===== src/rtl/spi_crc_accum.sv =====
// spi_crc_accum: byte-wide CRC accumulator that folds each accepted word into the CRC one nibble per clock.
// Define SPI_CRC_CHECK_EN to add the reference-CRC compare (i_ref_crc / o_crc_err).
module spi_crc_accum #(
    parameter int WPOLY = 9,
    parameter int WDATA = 8
) (
    input  logic             i_clk,
    input  logic             i_rst,
    input  logic [WPOLY-1:0] i_poly,
    input  logic [WPOLY-2:0] i_init,
    input  logic             i_start,
    input  logic             i_valid,
    input  logic [WDATA-1:0] i_data,
    input  logic             i_last,
`ifdef SPI_CRC_CHECK_EN
    input  logic [WPOLY-2:0] i_ref_crc,
    output logic             o_crc_err,
`endif
    output logic             o_ready,
    output logic             o_busy,
    output logic [WPOLY-2:0] o_crc,
    output logic             o_crc_valid
);

    localparam int C    = WPOLY - 1;
    localparam int NNIB = WDATA / 4;
    localparam int CW   = (NNIB > 1) ? $clog2(NNIB) : 1;

    typedef enum logic [1:0] {
        IDLE,
        PROC,
        DONE
    } state_t;

    state_t           state_q, state_d;
    logic [CW-1:0]    cnt_q, cnt_d;
    logic [WDATA-1:0] data_q, data_d;
    logic             last_q, last_d;
    logic [C-1:0]     crc_q, crc_d;
    logic             ready;
    logic             accept;
    logic [3:0]       nib;

    // The shift is done at full polynomial width so the leading 1 of i_poly cancels the carried-out bit.
    function automatic logic [C-1:0] nibbleStep(input logic [C-1:0] crc, input logic [3:0] n,
                                                input logic [WPOLY-1:0] poly);
        logic [C-1:0]     t;
        logic [WPOLY-1:0] w;
        t = crc;
        t[C-1 -: 4] = t[C-1 -: 4] ^ n;
        for (int k = 0; k < 4; k++) begin
            w = {t, 1'b0};
            if (w[WPOLY-1]) w = w ^ poly;
            t = w[C-1:0];
        end
        return t;
    endfunction

    assign ready  = !i_start &&
                    ((state_q == IDLE) || ((state_q == PROC) && (cnt_q == '0) && !last_q));
    assign accept = i_valid && ready;
    assign nib    = data_q[{cnt_q, 2'b00} +: 4];

    always_ff @(posedge i_clk or posedge i_rst) begin
        if (i_rst) begin
            state_q <= IDLE;
            cnt_q   <= '0;
            data_q  <= '0;
            last_q  <= 1'b0;
            crc_q   <= '0;
        end else begin
            state_q <= state_d;
            cnt_q   <= cnt_d;
            data_q  <= data_d;
            last_q  <= last_d;
            crc_q   <= crc_d;
        end
    end

    // i_start overrides everything; in the final nibble cycle a new word may be captured back-to-back.
    always_comb begin
        state_d = state_q;
        cnt_d   = cnt_q;
        data_d  = data_q;
        last_d  = last_q;
        crc_d   = crc_q;
        if (i_start) begin
            state_d = IDLE;
            cnt_d   = '0;
            last_d  = 1'b0;
            crc_d   = i_init;
        end else begin
            case (state_q)
                IDLE: begin
                    if (accept) begin
                        data_d  = i_data;
                        last_d  = i_last;
                        cnt_d   = CW'(NNIB - 1);
                        state_d = PROC;
                    end
                end
                PROC: begin
                    crc_d = nibbleStep(crc_q, nib, i_poly);
                    if (cnt_q != '0) begin
                        cnt_d = cnt_q - 1'b1;
                    end else if (accept) begin
                        data_d = i_data;
                        last_d = i_last;
                        cnt_d  = CW'(NNIB - 1);
                    end else if (last_q) begin
                        state_d = DONE;
                    end else begin
                        state_d = IDLE;
                    end
                end
                DONE: begin
                    last_d  = 1'b0;
                    state_d = IDLE;
                end
                default: state_d = IDLE;
            endcase
        end
    end

    assign o_ready     = ready;
    assign o_busy      = (state_q == PROC);
    assign o_crc       = crc_q;
    assign o_crc_valid = (state_q == DONE);

`ifdef SPI_CRC_CHECK_EN
    logic [C-1:0] ref_q, ref_d;

    always_ff @(posedge i_clk or posedge i_rst) begin
        if (i_rst) ref_q <= '0;
        else       ref_q <= ref_d;
    end

    always_comb begin
        ref_d = ref_q;
        if (accept && i_last) ref_d = i_ref_crc;
    end

    assign o_crc_err = (state_q == DONE) && (crc_q != ref_q);
`endif

endmodule


===== config.mk =====
export PLATFORM = sky130hd
export DESIGN_NAME = spi_crc_accum
export DESIGN_NICKNAME = d
export VERILOG_FILES = /design/src/rtl/spi_crc_accum.sv
export SDC_FILE = /design/constraint.sdc
export NUM_CORES = 1
export LEC_CHECK = 0
export ABC_AREA = 1
export CAP_MARGIN = 20
export CORE_MARGIN = 2
export CORE_UTILIZATION = 35
export CTS_CLUSTER_SIZE = 10
export DETAILED_ROUTE_END_ITERATION = 10
export GPL_TIMING_DRIVEN = 0
export PLACE_DENSITY_LB_ADDON = 0.2
export SYNTH_ARGS = -nofsm -noshare
export SYNTH_HDL_FRONTEND = slang
export SYNTH_SLANG_ARGS = --single-unit
export TNS_END_PERCENT = 100

===== constraint.sdc =====
create_clock -name i_clk -period 2.35 [get_ports i_clk]
set_input_delay 0.705 -clock i_clk [delete_from_list [all_inputs] [get_ports i_clk]]
set_output_delay 0.705 -clock i_clk [all_outputs]
set_load 0.01 [all_outputs]

==> flow_metrics.py <==
metrics = {
    "critical_path": {
        "startpoint_type": "input port",
        "critPathArrivalTime_ns": 1.48,
        "end_kind": "primary output",
        "required_ns": 1.64,
        "cp_max_fo": 10,
        "critPathKind": "input port to primary output",
    },
    "cts": {
        "clock_path_buffers": 2,
        "cts_tree": "yes",
        "cts-htree-levels": 1,
        "clk_pin_slew_worst_paths_ns": 0.07,
        "clock_latency_ns": 0.26,
        "cts_buffers": 3,
        "cts-root-buf": "clkbuf_8",
        "clock-sinks": 20,
    },
    "cells_and_area": {
        "layout.cells.non_filler": 371,
        "final_cell_mix": "nand2_1, nand3_1, inv_1",
        "fillers": 503,
        "final_common_cell": "nand2_1",
        "nets": 336,
        "design_area_sq_mm": 0.00225,
        "antenna_cells": 0,
        "layout-drive-gt1-share_pct": 13.2,
        "synthToLayoutAreaGrowth_pct": 28.6,
    },
    "floorplanning": {
        "io_pins": 41,
        "row_count": 25,
        "die_y_um": 74.7,
        "core_area_sq_mm": 0.00475,
        "start_util_pct": 36.8,
        "dieArea_sq_mm": 0.00558,
        "die_w_um": 74.7,
    },
    "power_and_ir_drop": {
        "p_seq_share_pct": 18.2,
        "p_sw_share_pct": 50.8,
        "internal_power_uw": 1630,
        "power_frac_clock_pct": 6.8,
        "powerDensity_mw_per_mm2": 1470,
        "switchingPower_uw": 1680,
        "combPwrFrac_pct": 75.0,
        "power.total_uw": 3310,
        "ir_drop_v": 0.000606,
        "p_leak_uw": 0.00113,
    },
    "sta": {
        "whs_ns": 0.514,
        "hold_viol_final": 0,
        "max-slew-margin-rel_pct": 46.7,
        "worst_pin_slew_ns": 0.799,
        "finalCritPeriodShare_pct": 92.8,
        "finalClockSkew_ns": 0.00325,
        "max_freq_ghz": 0.458,
        "setup_viol": 0,
        "slew_violations": 0,
        "rsz0062_at_grt": "false",
        "fin_ws_ns": 0.169,
        "fin_crit_ns": 2.18,
    },
    "placed_design": {
        "dp_slack_ns": -0.689,
        "gp_congestion": 0.816,
        "place_inst": 367,
        "place_area_sq_mm": 0.00219,
        "io_buffers": 36,
        "dp_hpwl_um": 3350,
    },
    "global_routing": {
        "antenna_found_initial": 0,
        "grt_overflow": 0,
        "gr-usage-all-layers_pct": 16.6,
        "grt_pass1_wl_um": 7200,
        "grt_max_degree": 21,
        "grt_pass1_vias": 1593,
    },
    "logic_synthesis": {
        "synthArstFlopShare_pct": 100,
        "syn-mean-instance-area_sq_um": 6.62,
        "yosysTopAreaCell": "dfrtp_1",
        "ys_seq_area_share_pct": 28.6,
        "synthCells": 264,
        "ys_warn_count": 0,
        "synthesis.area_sq_mm": 0.00175,
        "synth_top_area_share_pct": 28.6,
        "yosys-top-cells-area": "dfrtp_1, nand2_1, nand3_1",
        "ys_types": 29,
        "syn_nets": 294,
        "synth_edf_count": 0,
        "ys.flop_type": "dfrtp_1",
        "ys_ff_latch": 20,
    },
    "drt": {
        "wl_per_cell_um": 11.3,
        "vias": 1709,
        "drc": 0,
        "wl_um": 4180,
        "vias_per_cell": 4.61,
        "ant_nets": 0,
        "drtIter0Drc": 71,
        "drtPass1Iterations": 4,
    },
    "worst_hold_path": {
        "hold_class": "register to register",
    },
    "flow_run": {
        "maxCapViolCount": 0,
    },
    "status": {
        "outcome": "complete, no violations",
    },
}
==> critical path, cell delays in order <==
cell and delay, ns:
clkbuf_4 0.18, nor2_4 0.11, inv_1 0.08, o31ai_4 0.22, clkbuf_2 0.18
==> sequential cells by signal, summed over array words and instances, names as in the netlist <==
register / cells
cnt_q: 1
data_q: 8
state_q: 2
last_q: 1
o_crc: 8
==> cells by family (layout without fill, tap and decap cells) <==
family                    after synthesis  in the layout  share of synthesized area (%)
buffers and inverters                  46             86                           12.1
AOI/OAI and AO/OA                      21             21                           7.80
muxes                                   2              2                           1.29
xor gates and xnor gates               12             12                           6.01
and+or+nand+nor                       163            163                           44.2
DFF                                    20             20                           28.6
==> power by group through the flow <==
stage               logic [uW]  clock network, uW  registers (uW)
finish                    2480                225             603
global route              2830                252             621
CTS                       2500                228             605
global placement          2440                  0             612
detailed placement        2480                  0             611
floorplan                 1900                  0             618
==> Yosys cell counts (2+ instances only) <==
cell type  instances
nand2_1           87
nand3_1           39
inv_1             35
dfrtp_1           20
nor2_1            14
a21oi_1            8
nand2_2            7
o21ai_0            7
xnor2_1            6
xor2_1             6
nand2_4            5
nand3_2            5
buf_6              4
clkbuf_1           3
inv_2              2
mux2_2             2
nor2_2             2
==> cell type report <==
| class | instances | area [sq um] | share of cell area, % |
|---|---|---|---|
| Buffer | 8 | 67.6 | 3.01 |
| Clock buffer | 3 | 41.3 | 1.84 |
| Inverter | 38 | 148 | 6.57 |
| Multi-Input combinational cell | 198 | 1040 | 46.3 |
| Sequential cell | 20 | 500 | 22.3 |
| Tap cell | 67 | 83.8 | 3.73 |
| Timing Repair Buffer | 37 | 367 | 16.3 |
==> layer usage <==
metal  vias up  global-route usage, %  part of all wire [%]
met2        34                   27.4                    46
met4         0                   4.17                  0.89
met5         -                      0                     0
li1        914                      -                     -
met1       757                   23.3                    49
met3         4                   2.01                   3.8
==> through the flow <==
| step | setup TNS [ns] | util (%) |
|---|---|---|
| 2_1_floorplan | 0 | - |
| 3_3_place_gp | -3.77 | 46.1 |
| 3_5_place_dp | -3.92 | 46.1 |
| 4_1_cts | 0 | 47.3 |
| 5_1_grt | 0 | 47.3 |
| 6_report | 0 | 47.3 |
==> timing repair <==
item | in CTS | in global routing
endpoints found under the setup margin | 3 | 4
pin swaps | 1 | 0
gates resized for setup | 6 | 5
hold buffers | 0 | 0
setup buffers | 1 | 0
==> path summary, 6_finish.rpt <==
check | startpoint | endpoint | slack [ns] | cells after the start
worst max-delay path | i_start | o_ready | 0.17 | 5
worst min-delay path | data_q[4] | data_q[4] | 0.51 | 1
worst max register to register | cnt_q | o_crc[4] | 0.20 | 17
worst min register to register | data_q[4] | data_q[4] | 0.51 | 1
max in group asynchronous | i_rst | o_crc[7] | 0.96 | 2
min in group asynchronous | i_rst | data_q[2] | 0.90 | 2
Power figures use the tool's default switching activity.
